### src/rtl/demux_one_hot_handshake.sv
// Registered one-hot / multicast demultiplexer with valid/ready flow control.
// A single producer word is captured into a holding buffer and presented on
// every channel named by SEL. The word stays put until each selected consumer
// has taken it, and channels drain independently of each other. Illegal or
// null destination masks consume the word without delivering it and bump a
// saturating drop counter.
module demux_one_hot_handshake #(
  parameter int WORD_WIDTH      = 8,
  parameter int WORD_COUNT      = 4,
  parameter int ALLOW_MULTICAST = 1,
  parameter int COUNT_WIDTH     = 16,
  localparam int TOTAL_WIDTH    = WORD_COUNT * WORD_WIDTH
) (
  input  logic                   clk_i,
  input  logic                   rst_i,
  input  logic                   in_valid_i,
  output logic                   in_ready_o,
  input  logic [WORD_COUNT-1:0]  sel_i,
  input  logic [WORD_WIDTH-1:0]  words_in_i,
  output logic [WORD_COUNT-1:0]  out_valid_o,
  input  logic [WORD_COUNT-1:0]  out_ready_i,
  output logic [TOTAL_WIDTH-1:0] words_out_o,
  output logic [COUNT_WIDTH-1:0] drop_count_o,
  output logic                   sel_error_o
);

  logic [WORD_WIDTH-1:0]  buf_q, buf_d;
  logic [WORD_COUNT-1:0]  pend_q, pend_d;
  logic [COUNT_WIDTH-1:0] drop_q, drop_d;
  logic                   sel_err_q, sel_err_d;

  logic [WORD_COUNT-1:0]  still_pending;
  logic                   accept;
  logic                   sel_zero;
  logic                   sel_multi;
  logic                   sel_legal;

  // Counter increment that sticks at all-ones instead of wrapping.
  function automatic logic [COUNT_WIDTH-1:0] sat_inc(input logic [COUNT_WIDTH-1:0] v);
    if (v == {COUNT_WIDTH{1'b1}}) begin
      return v;
    end
    return v + 1'b1;
  endfunction

  // A mask is multi-hot when more than one destination bit is set.
  function automatic logic is_multi_hot(input logic [WORD_COUNT-1:0] v);
    return $countones(v) > 1;
  endfunction

  // Channels that will still hold the word after this edge. The block may take
  // a new word only when none remain, so a final drain and a new accept can
  // share a cycle and the stream runs at one word per clock.
  always_comb begin
    still_pending = pend_q & ~out_ready_i;
    in_ready_o    = (still_pending == '0);
    accept        = in_valid_i & in_ready_o;
    sel_zero      = (sel_i == '0);
    sel_multi     = is_multi_hot(sel_i);
    sel_legal     = !sel_zero && ((ALLOW_MULTICAST != 0) || !sel_multi);
  end

  // Next-state: drain accepted channels, capture a new word on accept, and
  // account for dropped words (null routes are silent, multi-hot routes flag).
  always_comb begin
    pend_d    = still_pending;
    buf_d     = buf_q;
    drop_d    = drop_q;
    sel_err_d = 1'b0;
    if (accept) begin
      buf_d = words_in_i;
      if (sel_legal) begin
        pend_d = sel_i;
      end else begin
        pend_d    = '0;
        drop_d    = sat_inc(drop_q);
        sel_err_d = sel_multi;
      end
    end
  end

  // State registers; reset discards any word still in flight.
  always_ff @(posedge clk_i) begin
    if (rst_i) begin
      pend_q    <= '0;
      buf_q     <= '0;
      drop_q    <= '0;
      sel_err_q <= 1'b0;
    end else begin
      pend_q    <= pend_d;
      buf_q     <= buf_d;
      drop_q    <= drop_d;
      sel_err_q <= sel_err_d;
    end
  end

  // Per-channel output: the held word on pending channels, zero elsewhere so
  // drained or unselected consumers never see stale data.
  always_comb begin
    words_out_o = '0;
    for (int i = 0; i < WORD_COUNT; i++) begin
      if (pend_q[i]) begin
        words_out_o[WORD_WIDTH*i +: WORD_WIDTH] = buf_q;
      end
    end
  end

  assign out_valid_o  = pend_q;
  assign drop_count_o = drop_q;
  assign sel_error_o  = sel_err_q;

endmodule

### config.mk
export PLATFORM = sky130hd
export DESIGN_NAME = demux_one_hot_handshake
export DESIGN_NICKNAME = d
export VERILOG_FILES = /design/src/rtl/demux_one_hot_handshake.sv
export SDC_FILE = /design/constraint.sdc
export NUM_CORES = 1
export LEC_CHECK = 0
export BUFFER_PORTS_ARGS = -buffer_cell sky130_fd_sc_hd__clkbuf_2
export CAP_MARGIN = 20
export CORE_AREA = 2 2 61 63
export CTS_BUF_LIST = sky130_fd_sc_hd__clkbuf_4 sky130_fd_sc_hd__clkbuf_8
export DETAILED_ROUTE_END_ITERATION = 7
export DIE_AREA = 0 0 63 65
export PLACE_DENSITY = 0.91
export SYNTH_ARGS = -nofsm -noshare
export SYNTH_HDL_FRONTEND = slang
export SYNTH_SLANG_ARGS = --single-unit
### constraint.sdc
create_clock -name clk_i -period 2.1 [get_ports clk_i]
set_input_delay 0.63 -clock clk_i [delete_from_list [all_inputs] [get_ports clk_i]]
set_output_delay 0.63 -clock clk_i [all_outputs]
set_load 0.01 [all_outputs]
==> results.py <==
metrics = {
    "worst_hold_path": {
        "min_path_cells": 2,
        "holdPathEnd": "buf_q[5]$_SDFFE_PP0N_",
        "worstHoldStart": "buf_q[5]$_SDFFE_PP0N_",
        "hold_path_class": "reg2reg",
    },
    "die": {
        "pin_count": 73,
        "die_w_um": 63,
        "start_util_pct": 45.7,
        "fp.dieH_um": 65,
        "dieArea_sq_mm": 0.00410,
        "rows": 22,
        "core_sq_mm": 0.00350,
    },
    "placement": {
        "dp_slack_ns": -0.100,
        "hpwl_mm": 3.00,
        "portBuffers": 72,
        "place_inst": 317,
        "gp_congestion": 0.824,
    },
    "pwr": {
        "pwr_density_cell_mw_per_mm2": 494,
        "switchingPower_mw": 0.283,
        "p_seq_share_pct": 55.9,
        "leakagePower_nw": 0.961,
        "p_int_mw": 0.763,
        "p_sw_share_pct": 27.0,
        "clkPwrFrac_pct": 32.1,
        "pwr-share-comb_pct": 12.0,
        "ir_worst_vdd_mv": 0.324,
    },
    "setup_path": {
        "critPathKind": "reg2out",
        "end_kind": "output port",
        "path_buf_inv": 1,
        "arrival_ns": 1.30,
        "reg2reg_depth": 6,
        "critPathMaxStageDelay_ns": 0.49,
        "crit_family": "flip-flops",
        "cp.depth": 3,
        "r2r_end": "drop_count_o[6]$_SDFFE_PP0P_",
        "cp_slowest_cell": "dfxtp_1",
        "critPathMaxFanout": 10,
        "cp_cell_sequence": "nand2b_1 -> and4_4 -> clkbuf_2",
        "r2r_slack_ns": 0.20,
        "start_kind": "flop",
        "cp.required_ns": 1.47,
        "rr_startpoint": "out_valid_o[1]$_SDFF_PP0_",
    },
    "global_route": {
        "grt_max_degree": 30,
        "antenna_found_initial": 0,
        "grt_pass1_wl_mm": 6.49,
        "grt_use_total_pct": 20.1,
        "overflow": 0,
        "grt_pass1_vias": 1470,
    },
    "routing": {
        "dr.pass1.iters": 4,
        "drt-initial-drc-count": 43,
        "drtAntennaViolNets": 0,
        "post_drt_via_cell_ratio": 5.21,
        "drc": 0,
        "vias": 1713,
        "wl_per_cell_um": 12.0,
        "wl_mm": 3.95,
    },
    "final_layout": {
        "layout.cells.non_filler": 329,
        "finalNetCount": 302,
        "layout-drive-gt1-share_pct": 35.6,
        "area_growth_pct": 32.4,
        "diodes": 0,
        "finish.utilization_pct": 60.5,
    },
    "clock_network": {
        "htree_num_levels": 2,
        "cts_tree": "built",
        "clk_transition_reported_paths_ns": 0.09,
        "clock_latency_ns": 0.33,
        "cts.repair.resized": 0,
        "cts_inserted_buffers": 5,
        "cts_num_sinks": 29,
        "clockBufferDepth": 2,
        "clockRootBuffer": "clkbuf_4",
        "postCtsHoldBufs": 0,
    },
    "sta": {
        "hold_viol": 0,
        "finalCritPeriodShare_pct": 91.8,
        "maxSlewViolCount": 0,
        "setup_viol": 0,
        "clock.fmax_ghz": 0.518,
        "finClkSkew_ns": 0.0107,
        "slew_headroom_pct": 74.0,
        "post-route-min-period_ns": 1.93,
        "worst_slew_pin_slew_ns": 0.387,
        "rsz0062_at_grt": "no",
        "worst_slack_ns": 0.171,
    },
    "synthesis": {
        "ys_seq_area_share_pct": 36.3,
        "synth-edff-count": 0,
        "synthesis.area_sq_mm": 0.00160,
        "async_flop_share_pct": 0,
        "yosysWarningCount": 0,
        "ys_seq_elements": 29,
        "ys_types": 32,
        "ys.flop_type": "dfxtp_1",
        "avgSynthCellArea_sq_um": 8.03,
        "synthCells": 199,
        "synth.net_count": 221,
    },
    "job": {
        "drv_cap": 0,
    },
    "outcome": {
        "status": "finished clean",
    },
}
[worst max-delay path by stage]
stage / end / start
floorplan: drop_count_o[6]$_SDFFE_PP0P_ / out_ready_i[0]
global placement: drop_count_o[6]$_SDFFE_PP0P_ / out_ready_i[2]
detailed placement: drop_count_o[6]$_SDFFE_PP0P_ / out_ready_i[1]
CTS: in_ready_o / out_valid_o[1]$_SDFF_PP0_
global route: drop_count_o[6]$_SDFFE_PP0P_ / out_valid_o[1]$_SDFF_PP0_
finish: in_ready_o / out_valid_o[1]$_SDFF_PP0_
[per-stage QoR]
step	power, mW	setup TNS [ns]	area (sq um)	hold slack [ns]
finish	1.05	0	2120	0.492
global route	1.10	0	2120	0.512
CTS	1.07	0	2090	0.496
detailed placement	0.724	-0.300	2030	0.483
global placement	0.720	-0.0275	2030	0.467
floorplan	0.663	0	1600	0.457
[synth_stat cells (all sizes together), types with 4 or more instances]
cell,n,share of area (%)
clkbuf,4,0.94
o21ai,4,1.3
buf,5,2.3
nand4,7,3.5
dfxtp,29,36
and2,34,13
nand2b,5,2.1
or4,9,4.2
nand3,7,2.2
nor2,10,2.8
o31ai,8,3.8
mux2,4,2.8
a21oi,24,7.5
nand2,25,5.9
inv,6,1.4
[registers in the layout, summed over array words and instances, names as in the netlist]
register / count
out_valid_o: 4
sel_error_o: 1
buf_q: 8
drop_count_o: 16
[routing by layer]
metal | vias up | GRT usage [%] | share of wire, %
met2 | 70 | 36.2 | 49
met4 | 0 | 8.61 | 2.0
li1 | 860 | - | -
met3 | 8 | 7.12 | 8.1
met1 | 775 | 21.1 | 41
met5 | - | 0 | 0
[worst register-to-register path, stage by stage (launching register included)]
cell and delay [ns]:
dfxtp_1 0.40, nand2b_1 0.14, and4_4 0.26, nand4_2 0.14, buf_12 0.18, nor4_1 0.31, mux2_2 0.36
[layout make-up]
type | instances | area [sq um]
multi-input cells | 155 | 942
clock inverters | 2 | 10.0
clock buffers | 6 | 45.0
flip-flops and latches | 29 | 581
inverters | 6 | 22.5
well taps | 48 | 60.1
fillers | 337 | 1380
repair buffers | 83 | 455
[cells by family after synthesis]
group           after synthesis  share of synthesized area [%]
mux                           4                           2.82
simple gates                110                           39.8
buf+inv                      15                           4.70
flops                        29                           36.3
compound gates               38                           13.5
fa+ha+maj                     3                           2.82
[timing repair]
item / 4_1_cts / 5_1_grt
setup endpoints to repair: 0 / 1
hold endpoints to repair: 0 / 0
buffers inserted: 0 / 4
[power by group through the flow]
stage                     logic [mW]  registers, mW  clock network, mW
after floorplan               0.0680          0.595                  0
after global placement         0.123          0.596                  0
after detailed placement       0.126          0.598                  0
after CTS                      0.127          0.585              0.356
after global routing           0.141          0.589              0.367
final                          0.125          0.585              0.336
[cell usage in the layout (no fill, tap or decap), drive strengths merged, types with 6 or more instances in the layout]
master	count
nor2	10
or4	9
buf	11
o31ai	8
and2	34
clkbuf	78
a21oi	24
nand4	7
dfxtp	29
nand3	7
nand2	25
inv	6
No activity file was read; power rests on OpenSTA's default activity.
